### config.mk
export PLATFORM = sky130hd
export DESIGN_NAME = mfp_ahb_lite_master
export DESIGN_NICKNAME = d
export VERILOG_FILES = /design/src/rtl/mfp_ahb_lite_master.sv
export SDC_FILE = /design/constraint.sdc
export NUM_CORES = 1
export LEC_CHECK = 0
export BUFFER_PORTS_ARGS = -buffer_cell sky130_fd_sc_hd__buf_2
export CAP_MARGIN = 20
export CORE_UTILIZATION = 48
export DETAILED_ROUTE_END_ITERATION = 6
export GPL_ROUTABILITY_DRIVEN = 1
export GPL_TIMING_DRIVEN = 0
export PLACE_DENSITY = 0.86
export SYNTH_ARGS = -nofsm -noshare
export SYNTH_HDL_FRONTEND = slang
export SYNTH_SLANG_ARGS = --single-unit
### constraint.sdc
create_clock -name HCLK -period 5.25 [get_ports HCLK]
set_clock_uncertainty 0.15 [all_clocks]
set_input_delay 0 -clock HCLK [delete_from_list [all_inputs] [get_ports HCLK]]
set_output_delay 0 -clock HCLK [all_outputs]
set_load 0.005 [all_outputs]
### src/rtl/mfp_ahb_lite_master.sv
// mfp_ahb_lite_master: command-driven AHB-Lite initiator issuing pipelined SINGLE transfers
// with in-order responses and local rejection of misaligned commands.
module mfp_ahb_lite_master #(
  parameter logic [3:0] HPROT_VALUE = 4'b0011,
  parameter bit         ALIGN_CHECK = 1'b1
) (
  input  logic        HCLK,
  input  logic        HRESET,
  input  logic        cmd_valid,
  output logic        cmd_ready,
  input  logic        cmd_write,
  input  logic [31:0] cmd_addr,
  input  logic [2:0]  cmd_size,
  input  logic [31:0] cmd_wdata,
  output logic        rsp_valid,
  output logic        rsp_write,
  output logic [31:0] rsp_rdata,
  output logic        rsp_error,
  output logic        busy,
  output logic [31:0] HADDR,
  output logic [2:0]  HBURST,
  output logic        HMASTLOCK,
  output logic [3:0]  HPROT,
  output logic [2:0]  HSIZE,
  output logic [1:0]  HTRANS,
  output logic        HWRITE,
  output logic [31:0] HWDATA,
  input  logic [31:0] HRDATA,
  input  logic        HREADY,
  input  logic        HRESP
);
  typedef struct packed {
    logic        valid;
    logic        write;
    logic        phantom;
    logic [2:0]  size;
    logic [31:0] addr;
    logic [31:0] wdata;
  } a_slot_t;
  localparam a_slot_t A_RESET = '{valid: 1'b0, write: 1'b0, phantom: 1'b0, size: 3'b010, addr: '0, wdata: '0};
  a_slot_t     a_q, a_d;
  logic        d_valid_q, d_valid_d, d_write_q, d_write_d, d_phantom_q, d_phantom_d;
  logic [31:0] d_wdata_q, d_wdata_d;
  logic        rsp_valid_q, rsp_valid_d, rsp_write_q, rsp_write_d, rsp_error_q, rsp_error_d;
  logic [31:0] rsp_rdata_q, rsp_rdata_d;
  logic        accept, misaligned;
  assign cmd_ready  = ~a_q.valid | HREADY;
  assign accept     = cmd_valid & cmd_ready;
  assign misaligned = (cmd_size == 3'd1 & cmd_addr[0]) | (cmd_size == 3'd2 & |cmd_addr[1:0]) | (cmd_size > 3'd2);
  always_comb begin
    a_d         = a_q;
    a_d.valid   = a_q.valid & ~HREADY;
    if (accept)
      a_d = '{valid: 1'b1, write: cmd_write, phantom: ALIGN_CHECK & misaligned, size: cmd_size, addr: cmd_addr, wdata: cmd_wdata};
    d_valid_d   = HREADY ? a_q.valid   : d_valid_q;
    d_write_d   = HREADY ? a_q.write   : d_write_q;
    d_phantom_d = HREADY ? a_q.phantom : d_phantom_q;
    d_wdata_d   = HREADY ? a_q.wdata   : d_wdata_q;
    // the data phase retires only on a ready edge; the first ERROR cycle is just a wait
    rsp_valid_d = HREADY & d_valid_q;
    rsp_write_d = rsp_valid_d & d_write_q;
    rsp_error_d = rsp_valid_d & (d_phantom_q | HRESP);
    rsp_rdata_d = (rsp_valid_d & ~d_write_q & ~d_phantom_q & ~HRESP) ? HRDATA : '0;
  end
  always_ff @(posedge HCLK or posedge HRESET) begin
    if (HRESET) begin
      a_q         <= A_RESET;
      d_valid_q   <= 1'b0;
      d_write_q   <= 1'b0;
      d_phantom_q <= 1'b0;
      d_wdata_q   <= '0;
      rsp_valid_q <= 1'b0;
      rsp_write_q <= 1'b0;
      rsp_error_q <= 1'b0;
      rsp_rdata_q <= '0;
    end else begin
      a_q         <= a_d;
      d_valid_q   <= d_valid_d;
      d_write_q   <= d_write_d;
      d_phantom_q <= d_phantom_d;
      d_wdata_q   <= d_wdata_d;
      rsp_valid_q <= rsp_valid_d;
      rsp_write_q <= rsp_write_d;
      rsp_error_q <= rsp_error_d;
      rsp_rdata_q <= rsp_rdata_d;
    end
  end
  assign HTRANS    = (a_q.valid & ~a_q.phantom) ? 2'b10 : 2'b00;
  assign HADDR     = a_q.addr;
  assign HWRITE    = a_q.write;
  assign HSIZE     = a_q.size;
  assign HWDATA    = d_wdata_q;
  assign HBURST    = 3'b000;
  assign HMASTLOCK = 1'b0;
  assign HPROT     = HPROT_VALUE;
  assign busy      = a_q.valid | d_valid_q;
  assign rsp_valid = rsp_valid_q;
  assign rsp_write = rsp_write_q;
  assign rsp_error = rsp_error_q;
  assign rsp_rdata = rsp_rdata_q;
endmodule

==> summary.md <==
| Metric | Value |
|---|---|
| CP startpoint | HREADY |
| Final HPWL DP | just over 8 mm |
| Number of CTS-inserted buffers | 17 |
| Critical path data arrival time | about 2.3 ns |
| Worst-Skew Late Latency | between 0.4 and 0.5 ns |
| Hold Crit Class | in -> async |
| Multi-input logic area | 1540 um^2 |
| Worst flop-to-flop path endpoint | rsp_rdata[6] |
| Core Area | between 10000 and 15000 um^2 |
| Post-synthesis sequential area ratio | around 64% |
| RSZ-0062 raised after global routing | no |
| Synth Instances | around 350 |
| Remaining DRCs | 0 |
| Largest net degree at the start of global routing | between 80 and 90 |
| Layout Utilization | between 70% and 80% |
| Initial antenna violation count | 0 |
| Met1 usage | between 20 and 30% |
| Max-slew violations | 0 |
| CP endpoint | rsp_rdata[6] |
| Die Y-Extent | 108 um |
| Reg area | approximately 3500 um^2 |
| Synthesized area | 5440 um^2 |
| Final net count | 831 |
| Die Span X | 108 um |
| P per Cell Area | between 300 and 400 nW/um^2 |
| Diode count | 0 |
| CP Data Required Time | around 5.5 ns |
| GPL Wtd Cong | approximately 0.74 |
| First-pass GRT wire length | about 23 mm |
| H-tree depth | 4 |
| Worst hold slack | 0.0466 ns |
| Number of global-route vias before repair | between 4000 and 5000 |
| Crit Path Category | in -> reg |
| Rows | 38 |
| Flop-to-flop setup slack | ~3.2 ns |
| Grt met3 use | under 10% |
| GR Util met2 | 47.2% |
| Initial DRC Count | roughly 150 |
| Syn_area_per_cell | roughly 16 um^2 |
| Crit Reg-Reg Startpoint | d_phantom_q |
| Grt peak-use layer | met2 |
| Routed via count | ~4100 |
| Final Hold Violating Endpoints | 0 |
| GRT Overall Usage | 25.8% |
| Worst-path fanout max | 10 |
| Max Clk Rate | ~480 MHz |
| Layout cells sized above 1 | 55.5% |
| Setup TNS | 0 ns |
| Post-CTS Repair Setup Buffers | 0 |
| Fin crit share | 40.0% |
| FILL cells | a little under 600 |
| CTS tree | yes |
| Synth warnings | 0 |
| Area grow syn2layout | 60.0% |
| Starting density of the core | 49.8% |
| Setup violators final | 0 |
| Final wirelength | around 15 mm |
| CTS resizes | 0 |
| Register bit total from synthesis | 140 |
| Post-DR wirelength/cell | approximately 17 um |
| Max IR drop VDD | between 0.0002 and 0.00025 V |
| Initial DRT Pass Iterations | 4 |
| Clock Pin Slew Worst Setup and Hold Paths | ~0.060 ns |
| CP startpoint kind | primary input |
| Post-DRT Antenna Nets | 0 |
| Minimum clock period | 2.10 ns |
| Via-to-Cell Ratio | approximately 4.7 |
| Critical path endpoint category | flip-flop |
| Die ar. | 11800 um^2 |
| Clock sinks | between 100 and 150 |
| Global route overflow | 0 |
| Clk buf depth | 2 |
| Final total power | roughly 0.0030 W |
| Outcome | completed |
| Clock root cell | clkbuf_16 |
| Worst r2r path cells | 4 |
| Max cap viols | 0 |
| IO Count | 220 |
| PortBufs | 210 |
| Netlist cell types | 22 |
| Leakage | about 4.5 nW |
cell type report:
cell class / instances / area share (%)
tap: 140 / 2.01
inverter: 2 / 0.144
multi-input combinational: 158 / 17.7
sequential: 140 / 40.3
timing repair buffer: 349 / 28.3
clock buffer: 20 / 5.25
clock inverter: 10 / 1.64
buffer: 58 / 4.77
stage by stage:
step           worst slack, ns  cell area [um^2]  instances
2_1_floorplan             1.35              5470        358
3_3_place_gp             0.184              6690        708
3_5_place_dp              3.61              6730        709
4_1_cts                   3.27              8710        877
5_1_grt                   3.06              8710        877
6_report                  3.15              8710        877
cell usage after synthesis (all sizes together):
library cell | instances | area [um^2]
mux2 | 104 | 1210
nand2 | 2 | 12.5
nor4 | 1 | 21.3
or2 | 1 | 6.26
o21bai | 1 | 7.51
nor2b | 1 | 6.26
and2 | 32 | 200
a21oi | 1 | 5.00
conb | 2 | 7.51
buf | 55 | 400
dfstp | 1 | 26.3
nor3 | 1 | 5.00
clkbuf | 3 | 15.0
and3 | 1 | 6.26
nand2b | 2 | 20.0
nor2 | 2 | 7.51
dfrtp | 139 | 3480
inv | 2 | 7.51
how the worst min path moves through the flow:
stage	end	slack, ns
finish	HADDR[20]	0.05
global route	HADDR[20]	0.1
CTS	HADDR[20]	0.04
detailed placement	HADDR[20]	-0.08
global placement	rsp_rdata[3]	0.05
floorplan	a_q[69]	-0.04
where the power goes:
part           internal, W  switching [W]
logic             0.000327       0.000185
clock network     0.000767       0.000442
registers          0.00122      0.0000744
total              0.00231       0.000701
worst max-delay path: stages:
cell and delay, ns:
dlygate4sd3_1 0.55, buf_2 0.13, buf_4 0.20, nand2_2 0.11
nor4_4 0.27, clkbuf_2 0.26, and2_1 0.19, dlygate4sd3_1 0.57
layer usage:
metal	part of all wire (%)	wire length, um
met1	37	5360
met2	54	7950
met3	6.1	885
met4	2.8	411
met5	0	0
cell usage in the layout, fill, tap and decap left out, drive strengths merged, types with 3 or more instances in the layout:
master	synthesis	layout
clkinvlp	0	4
dfrtp	139	139
mux2	104	104
buf	55	266
dlygate4sd3	0	138
clkinv	0	3
bufinv	0	3
clkbuf	3	23
and2	32	32
conb	2	9
state kept, by name, indices dropped and copies added, names as in the netlist:
signal       flops
HWDATA          32
HSIZE            3
a_q             34
rsp_rdata       32
d_valid_q        1
HWRITE           1
HADDR           32
d_phantom_q      1
rsp_write        1
rsp_error        1
d_write_q        1
rsp_valid        1
cells by family after synthesis:
logic type	share of synthesized area, %
AO/OA/AOI/OAI	0.230
buffers and inverters	7.77
multiplexers	22.2
other	0.138
flip-flops	64.4
AND/OR/NAND/NOR	5.24
what timing repair did:
| action | 4_1_cts | 5_1_grt |
|---|---|---|
| hold endpoints to repair | 250 | 0 |
| hold buffers | 138 | 0 |
| endpoints found under the setup margin | 0 | 0 |
Note: power is estimated with default switching activity, not from simulation.
